`src/rtl/divider_block_pkg.sv`:
```
// Shared encodings and sizing for the iterative divider.
// The op encoding, FSM states and step count are kept here for use by the top and its step datapath.
package divider_block_pkg;

  localparam int DEF_WIDTH = 32;
  localparam int STEPS     = 32;
  localparam int CNT_W     = $clog2(STEPS) + 1;

  typedef enum logic [1:0] {
    OP_DIV  = 2'b00,
    OP_DIVU = 2'b01,
    OP_REM  = 2'b10,
    OP_REMU = 2'b11
  } op_e;

  typedef enum logic [1:0] {
    ST_IDLE = 2'b00,
    ST_CALC = 2'b01,
    ST_FIN  = 2'b10
  } state_e;

  function automatic logic [DEF_WIDTH-1:0] neg_if(input logic [DEF_WIDTH-1:0] v, input logic n);
    return n ? -v : v;
  endfunction

endpackage

```
`src/rtl/divider_block_step.sv`:
```
// One restoring-division step: shift in the next dividend bit, then trial-subtract the divisor.
module divider_step
  import divider_block_pkg::*;
#(
  parameter int WIDTH = DEF_WIDTH
) (
  input  logic [WIDTH-1:0] rem,
  input  logic             dvd_msb,
  input  logic [WIDTH-1:0] dvs,
  output logic [WIDTH-1:0] rem_nxt,
  output logic             q_bit
);

  logic [WIDTH:0] shifted;
  logic [WIDTH:0] diff;

  // rem < dvs holds between steps, so the borrow bit alone decides the quotient bit
  always_comb begin
    shifted = {rem, dvd_msb};
    diff    = shifted - {1'b0, dvs};
    q_bit   = ~diff[WIDTH];
    rem_nxt = q_bit ? diff[WIDTH-1:0] : shifted[WIDTH-1:0];
  end

endmodule

```
`src/rtl/divider_block.sv`:
```
// Fixed-latency 32-step restoring divider for DIV/DIVU/REM/REMU, with clock enable and
// synchronous active-low reset.
module divider_block
  import divider_block_pkg::*;
#(
  parameter int WIDTH = DEF_WIDTH
) (
  input  logic             CLK_0,
  input  logic             RSTN_0,
  input  logic             CE_0,
  input  logic             START_0,
  input  logic [1:0]       OP_0,
  input  logic [WIDTH-1:0] A_0,
  input  logic [WIDTH-1:0] B_0,
  output logic             BUSY_0,
  output logic             DONE_0,
  output logic [WIDTH-1:0] P_0
);

  state_e           state_q, state_d;
  logic [CNT_W-1:0] cnt_q;
  op_e              op_q;
  logic             a_neg_q, b_neg_q, dz_q;
  logic [WIDTH-1:0] a_raw_q, dvs_q, rem_q, quo_q, p_q;
  logic             done_q;

  op_e              op_in;
  logic             signed_in, start_go, last_step;
  logic [WIDTH-1:0] rem_nxt;
  logic             q_bit;
  logic             is_signed, is_rem;
  logic [WIDTH-1:0] q_fix, r_fix, res;

  assign op_in     = op_e'(OP_0);
  assign signed_in = (op_in == OP_DIV) || (op_in == OP_REM);
  assign start_go  = (state_q == ST_IDLE) && START_0;
  assign last_step = (cnt_q == CNT_W'(STEPS - 1));

  divider_step #(.WIDTH(WIDTH)) u_step (
    .rem     (rem_q),
    .dvd_msb (quo_q[WIDTH-1]),
    .dvs     (dvs_q),
    .rem_nxt (rem_nxt),
    .q_bit   (q_bit)
  );

  always_ff @(posedge CLK_0) begin
    if (!RSTN_0)   state_q <= ST_IDLE;
    else if (CE_0) state_q <= state_d;
  end

  always_comb begin
    state_d = state_q;
    case (state_q)
      ST_IDLE: if (START_0) state_d = ST_CALC;
      ST_CALC: if (last_step) state_d = ST_FIN;
      ST_FIN:  state_d = ST_IDLE;
      default: state_d = ST_IDLE;
    endcase
  end

  always_comb begin
    BUSY_0 = (state_q != ST_IDLE);
  end

  // Sign fix-up; divide-by-zero overrides it. Overflow (MIN / -1) falls out of the negation naturally.
  always_comb begin
    is_signed = (op_q == OP_DIV) || (op_q == OP_REM);
    is_rem    = (op_q == OP_REM) || (op_q == OP_REMU);
    q_fix     = neg_if(quo_q, is_signed & (a_neg_q ^ b_neg_q));
    r_fix     = neg_if(rem_q, is_signed & a_neg_q);
    if (dz_q) begin
      q_fix = '1;
      r_fix = a_raw_q;
    end
    res = is_rem ? r_fix : q_fix;
  end

  always_ff @(posedge CLK_0) begin
    if (!RSTN_0) begin
      cnt_q   <= '0;
      op_q    <= OP_DIV;
      a_neg_q <= 1'b0;
      b_neg_q <= 1'b0;
      dz_q    <= 1'b0;
      a_raw_q <= '0;
      dvs_q   <= '0;
      rem_q   <= '0;
      quo_q   <= '0;
      p_q     <= '0;
      done_q  <= 1'b0;
    end else if (CE_0) begin
      done_q <= (state_q == ST_FIN);
      if (start_go) begin
        op_q    <= op_in;
        a_neg_q <= signed_in & A_0[WIDTH-1];
        b_neg_q <= signed_in & B_0[WIDTH-1];
        dz_q    <= (B_0 == '0);
        a_raw_q <= A_0;
        quo_q   <= neg_if(A_0, signed_in & A_0[WIDTH-1]);
        dvs_q   <= neg_if(B_0, signed_in & B_0[WIDTH-1]);
        rem_q   <= '0;
        cnt_q   <= '0;
      end else if (state_q == ST_CALC) begin
        rem_q <= rem_nxt;
        quo_q <= {quo_q[WIDTH-2:0], q_bit};
        cnt_q <= cnt_q + 1'b1;
      end else if (state_q == ST_FIN) begin
        p_q <= res;
      end
    end
  end

  assign DONE_0 = done_q;
  assign P_0    = p_q;

endmodule

```
`config.mk`:
```
export PLATFORM = sky130hd
export DESIGN_NAME = divider_block
export DESIGN_NICKNAME = d
export VERILOG_FILES = /design/src/rtl/divider_block_pkg.sv /design/src/rtl/divider_block_step.sv /design/src/rtl/divider_block.sv
export SDC_FILE = /design/constraint.sdc
export NUM_CORES = 1
export LEC_CHECK = 0
export CAP_MARGIN = 5
export CORE_ASPECT_RATIO = 1.4
export CORE_MARGIN = 8
export CORE_UTILIZATION = 55
export DETAILED_ROUTE_END_ITERATION = 16
export MAX_ROUTING_LAYER = met4
export PLACE_DENSITY_LB_ADDON = 0.3
export REMOVE_ABC_BUFFERS = 1
export SYNTH_ARGS = -nofsm -noshare
export SYNTH_HDL_FRONTEND = slang
export SYNTH_HIERARCHICAL = 1
export SYNTH_SLANG_ARGS = --single-unit
```
`constraint.sdc`:
```
create_clock -name CLK_0 -period 4.2 [get_ports CLK_0]
set_clock_uncertainty 0.1 [all_clocks]
set_input_delay 0.84 -clock CLK_0 [delete_from_list [all_inputs] [get_ports CLK_0]]
set_output_delay 0.84 -clock CLK_0 [all_outputs]
set_load 0.02 [all_outputs]
```
==> metrics.txt <==
run status=finished clean; pins over their slew limit=0; synthesized area per cell=7.91 sq um; leak pwr=5.36 nW; width of the die=142 microns; overall die height=193 microns; biggest fanout along the worst timing path=24; setup repair after global routing missed its margin=false; number of routed nets with antenna violations=0; die area=27400 sq um; WS Path Type=reg2reg; worst rel slew slack=21.9%; worst reg2reg path endpoint=rem_q[7]$_SDFFE_PN0P_; internal power=3.23 mW; global route overflow=0; starting utilization of the core area=56.1%; TritonCTS Sinks=174; TritonRoute pass-1 iters=6; fin nets=1703; share of the synthesized area in the top cell type=28.4%; total setup buffers inserted after CTS=0; Post-Route WL=37.1 mm; relative contribution of the clock network to total power=37.3%; area post-placement=13400 sq um; mean routed wirelength per cell=19.5 microns; total core area=21900 sq um; Register-to-Register Path Depth=15; Post-CTS Resized=0; number of standard-cell rows in the floorplan=64; Min Hold Slack=0.351 ns; relative contribution of combinational cells to total power=23.9%; beginning of the worst hold path=P_0[30]$_SDFFE_PN0P_; Syn Inst Count=1551; top cells by area in the synthesized netlist=sky130_fd_sc_hd__dfxtp_1, sky130_fd_sc_hd__nand2_1, sky130_fd_sc_hd__xor2_1, sky130_fd_sc_hd__xnor2_1, sky130_fd_sc_hd__a21oi_1; multi-input logic area=8110 sq um; post-synthesis cell type count=90; final period demand of the worst path=3.99 ns; kind of path behind the tightest hold check=reg2reg; via count of the first global-routing pass=11500; total number of vias=11900; most instantiated flip-flop cell in the synthesis netlist=sky130_fd_sc_hd__dfxtp_1; cts bufs inserted=17; Detail Route met2 WL=18.4 mm; top-count cell post-synth=sky130_fd_sc_hd__nand2_1; Routability Congestion=0.927; root buffer selected by CTS=sky130_fd_sc_hd__clkbuf_16; HPWL after DPL=26.4 mm; Final setup violation count=0; sequential cell fraction of total power=38.9%; count of state elements after synthesis=174; Post-route DRC=0; most numerous cell types in the synthesized netlist=sky130_fd_sc_hd__nand2_1, sky130_fd_sc_hd__dfxtp_1, sky130_fd_sc_hd__a21oi_1, sky130_fd_sc_hd__o21ai_0, sky130_fd_sc_hd__clkbuf_1; number of synthesized flops with an enable pin=0; final cell count without fillers=1905; clk slew on worst S/H paths=0.06 ns; arrival time of the worst setup path=4.22 ns; top-level I/O count=104; Post-Layout Inst Area=14100 sq um; Final Util=64.3%; worst hold endpoint=P_0[30]$_SDFFE_PN0P_; insertion delay to the later sink of the worst-skew pair=0.45 ns; pin count of the biggest net entering global routing=110; worst setup timing slack at the placement stage=0.265 ns; setup slack after layout=0.209 ns; slack of the worst reg-to-reg path=0.21 ns; number of hold buffers added after cts=0; violation count after the first detailed-route iteration=1095; routed wire length on met3=2.28 mm; switching power share of the total=30.4%; Area growth, synth to finish=14.7%; data required time of the critical path=4.43 ns; Pwr per Cell Area=330 nW/um^2; antenna violations before repair=0; Synth Warn #=6; sequential area share after synthesis=28.4%; first-pass GRT wire length=58.8 mm; endpoint class of the critical path=flop; count of inserted antenna diode cells=0; Register Area=3480 sq um; highest clock rate=0.251 GHz; share of final-layout standard cells stronger than drive strength 1=7.28%; clock buffer depth=2; Final period util=95.0%; pin slew with the least headroom to its limit=1.17 ns; Yosys top cell by area=sky130_fd_sc_hd__dfxtp_1; placed insts=1873; startpoint kind of the worst setup timing path=flop; number of input and output port buffers inserted=103; total track usage=27.5%; hold-critical path depth=1; Avg Vias per Cell=6.26; filler instances=1911; Synth async-reset ratio=0%; final hold vios=0; Critical R2R Launch=quo_q[31]$_SDFFE_PN0P_; number of maximum-capacitance constraint violations=0; worst IR drop on VDD=0.000314 V; sw power=1.41 mW; count of H-tree levels built during CTS=4; DRT met1 WL=15.0 mm; highest metal layer with signal wires=met4; synthesized area=12300 sq um; CTS tree=done
## critical path, stage by stage, from the launching register on
cell                        delay, ns
sky130_fd_sc_hd__dfxtp_1         0.43
sky130_fd_sc_hd__inv_1           0.08
sky130_fd_sc_hd__ha_1            0.24
sky130_fd_sc_hd__fa_1            0.41
sky130_fd_sc_hd__and2b_1         0.25
sky130_fd_sc_hd__o2111ai_2       0.14
sky130_fd_sc_hd__a21oi_2         0.22
sky130_fd_sc_hd__o2111ai_1       0.26
sky130_fd_sc_hd__a211oi_2        0.39
sky130_fd_sc_hd__nor2_4          0.10
sky130_fd_sc_hd__mux2i_4         0.20
sky130_fd_sc_hd__and2_4          0.22
sky130_fd_sc_hd__inv_8           0.21
sky130_fd_sc_hd__mux2_2          0.37
sky130_fd_sc_hd__a22oi_1         0.18
sky130_fd_sc_hd__nor2b_1         0.07
## power groups by stage
| stage | registers (mW) | logic [mW] | clock network [mW] |
|---|---|---|---|
| after floorplan | 1.81 | 0.752 | 0 |
| after global placement | 1.83 | 1.06 | 0 |
| after detailed placement | 1.84 | 1.08 | 0 |
| after CTS | 1.80 | 1.09 | 1.73 |
| after global routing | 1.81 | 1.20 | 1.80 |
| final | 1.80 | 1.11 | 1.73 |
## metal layers
metal | vias to the layer above | GRT usage, %
li1 | 5726 | -
met1 | 5637 | 30.9
met2 | 476 | 47.3
met3 | 91 | 3.84
met4 | 0 | 13.1
met5 | - | -
## through the flow
| step | power, mW | setup TNS (ns) |
|---|---|---|
| floorplan | 2.56 | -810.52 |
| global placement | 2.90 | 0 |
| detailed placement | 2.92 | 0 |
| CTS | 4.62 | 0 |
| global route | 4.81 | 0 |
| finish | 4.64 | 0 |
## area by class of cell
cell class / count / share of cell area [%]
multi-input combinational: 1217 / 57.7
sequential: 174 / 24.8
timing repair buffer: 134 / 9.06
clock buffer: 23 / 3.33
tap: 297 / 2.64
inverter: 51 / 1.41
clock inverter: 9 / 1.12
## layout by cell type (no fill, tap or decap), types with 19 or more instances in the layout
cell type,instances
sky130_fd_sc_hd__mux2i_1,19
sky130_fd_sc_hd__a21o_1,20
sky130_fd_sc_hd__a21oi_1,96
sky130_fd_sc_hd__nor3_1,27
sky130_fd_sc_hd__or3_1,19
sky130_fd_sc_hd__a22oi_1,35
sky130_fd_sc_hd__clkdlybuf4s50_1,102
sky130_fd_sc_hd__nor2_1,58
sky130_fd_sc_hd__nor4_1,23
sky130_fd_sc_hd__nand3_1,36
sky130_fd_sc_hd__dfxtp_1,174
sky130_fd_sc_hd__o31ai_1,23
sky130_fd_sc_hd__a21boi_0,50
sky130_fd_sc_hd__ha_1,37
sky130_fd_sc_hd__nor2b_1,47
sky130_fd_sc_hd__xnor2_1,63
sky130_fd_sc_hd__mux2_4,19
sky130_fd_sc_hd__buf_4,31
sky130_fd_sc_hd__o21ai_0,96
sky130_fd_sc_hd__inv_1,50
sky130_fd_sc_hd__o211a_1,21
sky130_fd_sc_hd__xor2_1,69
sky130_fd_sc_hd__nand2_1,214
## flip-flops by register name, summed over array words and instances, names as in the netlist
signal   flops
dvs_q       32
cnt_q        6
a_neg_q      1
a_raw_q     32
rem_q       32
DONE_0       1
dz_q         1
b_neg_q      1
op_q         2
P_0         32
quo_q       32
state_q      2
## logic make-up after synthesis
| kind of cell | after synthesis | share of synthesized area [%] |
|---|---|---|
| xor gates and xnor gates | 132 | 9.43 |
| and+or+nand+nor | 519 | 21.0 |
| buffers and inverters | 160 | 5.70 |
| adders and majority gates | 38 | 3.94 |
| muxes | 45 | 4.61 |
| AOI/OAI and AO/OA | 483 | 26.9 |
| DFF | 174 | 28.4 |
## worst max path at each step
| stage | slack (ns) | endpoint | startpoint | cells after the start |
|---|---|---|---|---|
| 2_1_floorplan | -9.36 | quo_q[4]$_SDFFE_PN0P_ | START_0 | 5 |
| 3_3_place_gp | 0.38 | rem_q[4]$_SDFFE_PN0P_ | quo_q[31]$_SDFFE_PN0P_ | 15 |
| 3_5_place_dp | 0.27 | rem_q[9]$_SDFFE_PN0P_ | quo_q[31]$_SDFFE_PN0P_ | 15 |
| 4_1_cts | 0.23 | rem_q[7]$_SDFFE_PN0P_ | quo_q[31]$_SDFFE_PN0P_ | 15 |
| 5_1_grt | 0.02 | rem_q[3]$_SDFFE_PN0P_ | quo_q[31]$_SDFFE_PN0P_ | 15 |
| 6_report | 0.21 | rem_q[7]$_SDFFE_PN0P_ | quo_q[31]$_SDFFE_PN0P_ | 15 |
No activity file was read; power rests on OpenSTA's default activity.
==> patch (same settings) <==
One comparison of `cnt_q` changes from == to >=.
--- a/src/rtl/divider_block.sv
+++ b/src/rtl/divider_block.sv
@@ -34,7 +34,7 @@
   assign op_in     = op_e'(OP_0);
   assign signed_in = (op_in == OP_DIV) || (op_in == OP_REM);
   assign start_go  = (state_q == ST_IDLE) && START_0;
-  assign last_step = (cnt_q == CNT_W'(STEPS - 1));
+  assign last_step = (cnt_q >= CNT_W'(STEPS - 1));
 
   divider_step #(.WIDTH(WIDTH)) u_step (
     .rem     (rem_q),
Check against the original RTL: same outputs for any inputs over 10 cycles, from zero or initial values and one cycle with RSTN_0 low; that may be too few to reach the edited logic, so the function may still have changed.
==> patch against the original RTL <==
  * Total power grew 3.9%
  * Global-route usage grew 1.1 points
  * Synthesized cell count shrank 1.7%
  * Area after synthesis shrank 1.0%
  * Wire length grew 1.2%
  * Utilization shrank 0.71 points
  * Die area shrank 0.92%
  * Sequential cell count is the same
  * Worst setup slack lost 4.6 ps
  * Cell area shrank 1.5%
==> patch: results <==
{
  "path_max_fanout": 24,
  "ys_seq_area_frac": 0.287,
  "antenna_found_initial": 0,
  "clk_pin_slew_worst_paths_ps": 70,
  "cts_buffers": 17,
  "drtIter0Drc": 1049,
  "ys_warn_count": 6,
  "cts_max_level": 4,
  "cpPeakStageDelay_ps": 440,
  "reg2reg_depth": 15,
  "fin_nets": 1680,
  "maxCapViolations": 0,
  "synth_common_cells": "nand2_1 (195), dfxtp_1 (174), clkbuf_1 (91)",
  "dpl.hpwl_um": 27700,
  "fillers": 1926,
  "grt_max_degree": 78,
  "whs_path_depth": 2,
  "status": "finished, final reports clean",
  "io_buffers": 103,
  "clockBufferDepth": 2,
  "timing_worst_slew_pin_value_ps": 895,
  "final_layout_size_suffix_gt1_frac": 0.0770,
  "clock_latency_ps": 430,
  "gp_congestion": 0.955,
  "ys.flop_type": "dfxtp_1",
  "r2r_slack_ps": 200,
  "leakagePower_nw": 5.39,
  "min_to": "dvs_q[28]",
  "reg2reg_to": "rem_q[22]",
  "viasPerCell": 6.27,
  "antenna_cells": 0,
  "grt_pass1_vias": 11500,
  "cp.arrival_ps": 4210,
  "grt_pass1_wl_um": 60700,
  "peakVddDrop_v": 0.000296,
  "worstHoldPathType": "flop to flop",
  "cts-root-buf": "clkbuf_16",
  "ys_types": 87,
  "path_delay_family": "compound AO/OA/AOI/OAI gates",
  "wire_per_inst_um": 19.9,
  "slowest_stage": "dfxtp_1",
  "ys_top_cells_by_area": "dfxtp_1 (29%), nand2_1 (6.0%), xor2_1 (5.0%)",
  "grtUsageTotal": 0.286,
  "hold_start": "dvs_q[28]"
}
-- patch: changes by cell type in the layout (fill, tap and decap cells not counted), sizes merged, moves of 6 or more --
| cell | before | now |
|---|---|---|
| o31ai | 23 | 32 |
| o21ai | 96 | 86 |
| nand2 | 214 | 195 |
| a21boi | 50 | 44 |
| a211oi | 14 | 7 |
| a21oi | 98 | 78 |
| nor2b | 48 | 38 |
| a31oi | 14 | 29 |
| nor2 | 60 | 77 |
-- patch: cell families after synthesis --
kind of cell | after synthesis | synth area share
xor gates and xnor gates | 137 | 0.0989
adders and majority gates | 38 | 0.0398
and+or+nand+nor | 497 | 0.200
muxes | 44 | 0.0457
buffers and inverters | 158 | 0.0569
AOI/OAI and AO/OA | 476 | 0.272
DFF | 174 | 0.287
-- patch: layer usage --
metal / GRT usage / vias to the layer above / wire [um]
met1: 0.312 / 5599 / 14900
li1: - / 5647 / -
met3: 0.0410 / 102 / 2110
met5: - / - / 0
met2: 0.501 / 449 / 19000
met4: 0.142 / 0 / 1580
-- patch: cell type report --
type	count	share of cell area
tap	297	0.0268
multi-input combinational	1192	0.576
timing repair buffer	136	0.0921
clock inverter	13	0.00777
inverter	51	0.0144
clock buffer	19	0.0312
sequential	174	0.251
-- patch: worst reg2reg max path, stage by stage, from the launching register on --
cell	delay, ps
dfxtp_1	440
inv_1	70
ha_1	230
fa_1	410
and2b_1	250
o2111ai_2	130
a21oi_2	210
o2111ai_1	250
a211oi_2	370
nor2_4	110
mux2i_4	350
and2_4	260
inv_8	100
mux2_4	320
a22oi_1	220
nor2b_1	80
-- patch: power by group --
part	switching [mW]	total (mW)	internal, mW	leakage (nW)
Sequential	0.0948	1.82	1.73	1.41
Combinational	0.828	1.50	0.674	3.73
Clock	0.726	1.50	0.769	0.248
-- patch: stage by stage --
stage	cell area [um^2]	setup slack, ps	hold WS [ps]	cells
detailed placement	13300	287	345	1850
finish	13900	204	356	1882
global route	13900	73.2	384	1882
global placement	13300	373	335	1850
CTS	13900	215	357	1882
floorplan	11600	-689	325	1417
-- patch: worst max-delay path by stage --
stage / start / end / slack [ps] / cells after the start
after floorplan: START_0 / quo_q[30] / -690 / 6
after global placement: quo_q[31] / rem_q[4] / 370 / 15
after detailed placement: quo_q[31] / rem_q[25] / 290 / 15
after CTS: quo_q[31] / rem_q[22] / 210 / 15
after global routing: quo_q[31] / rem_q[26] / 70 / 15
final: quo_q[31] / rem_q[22] / 200 / 15
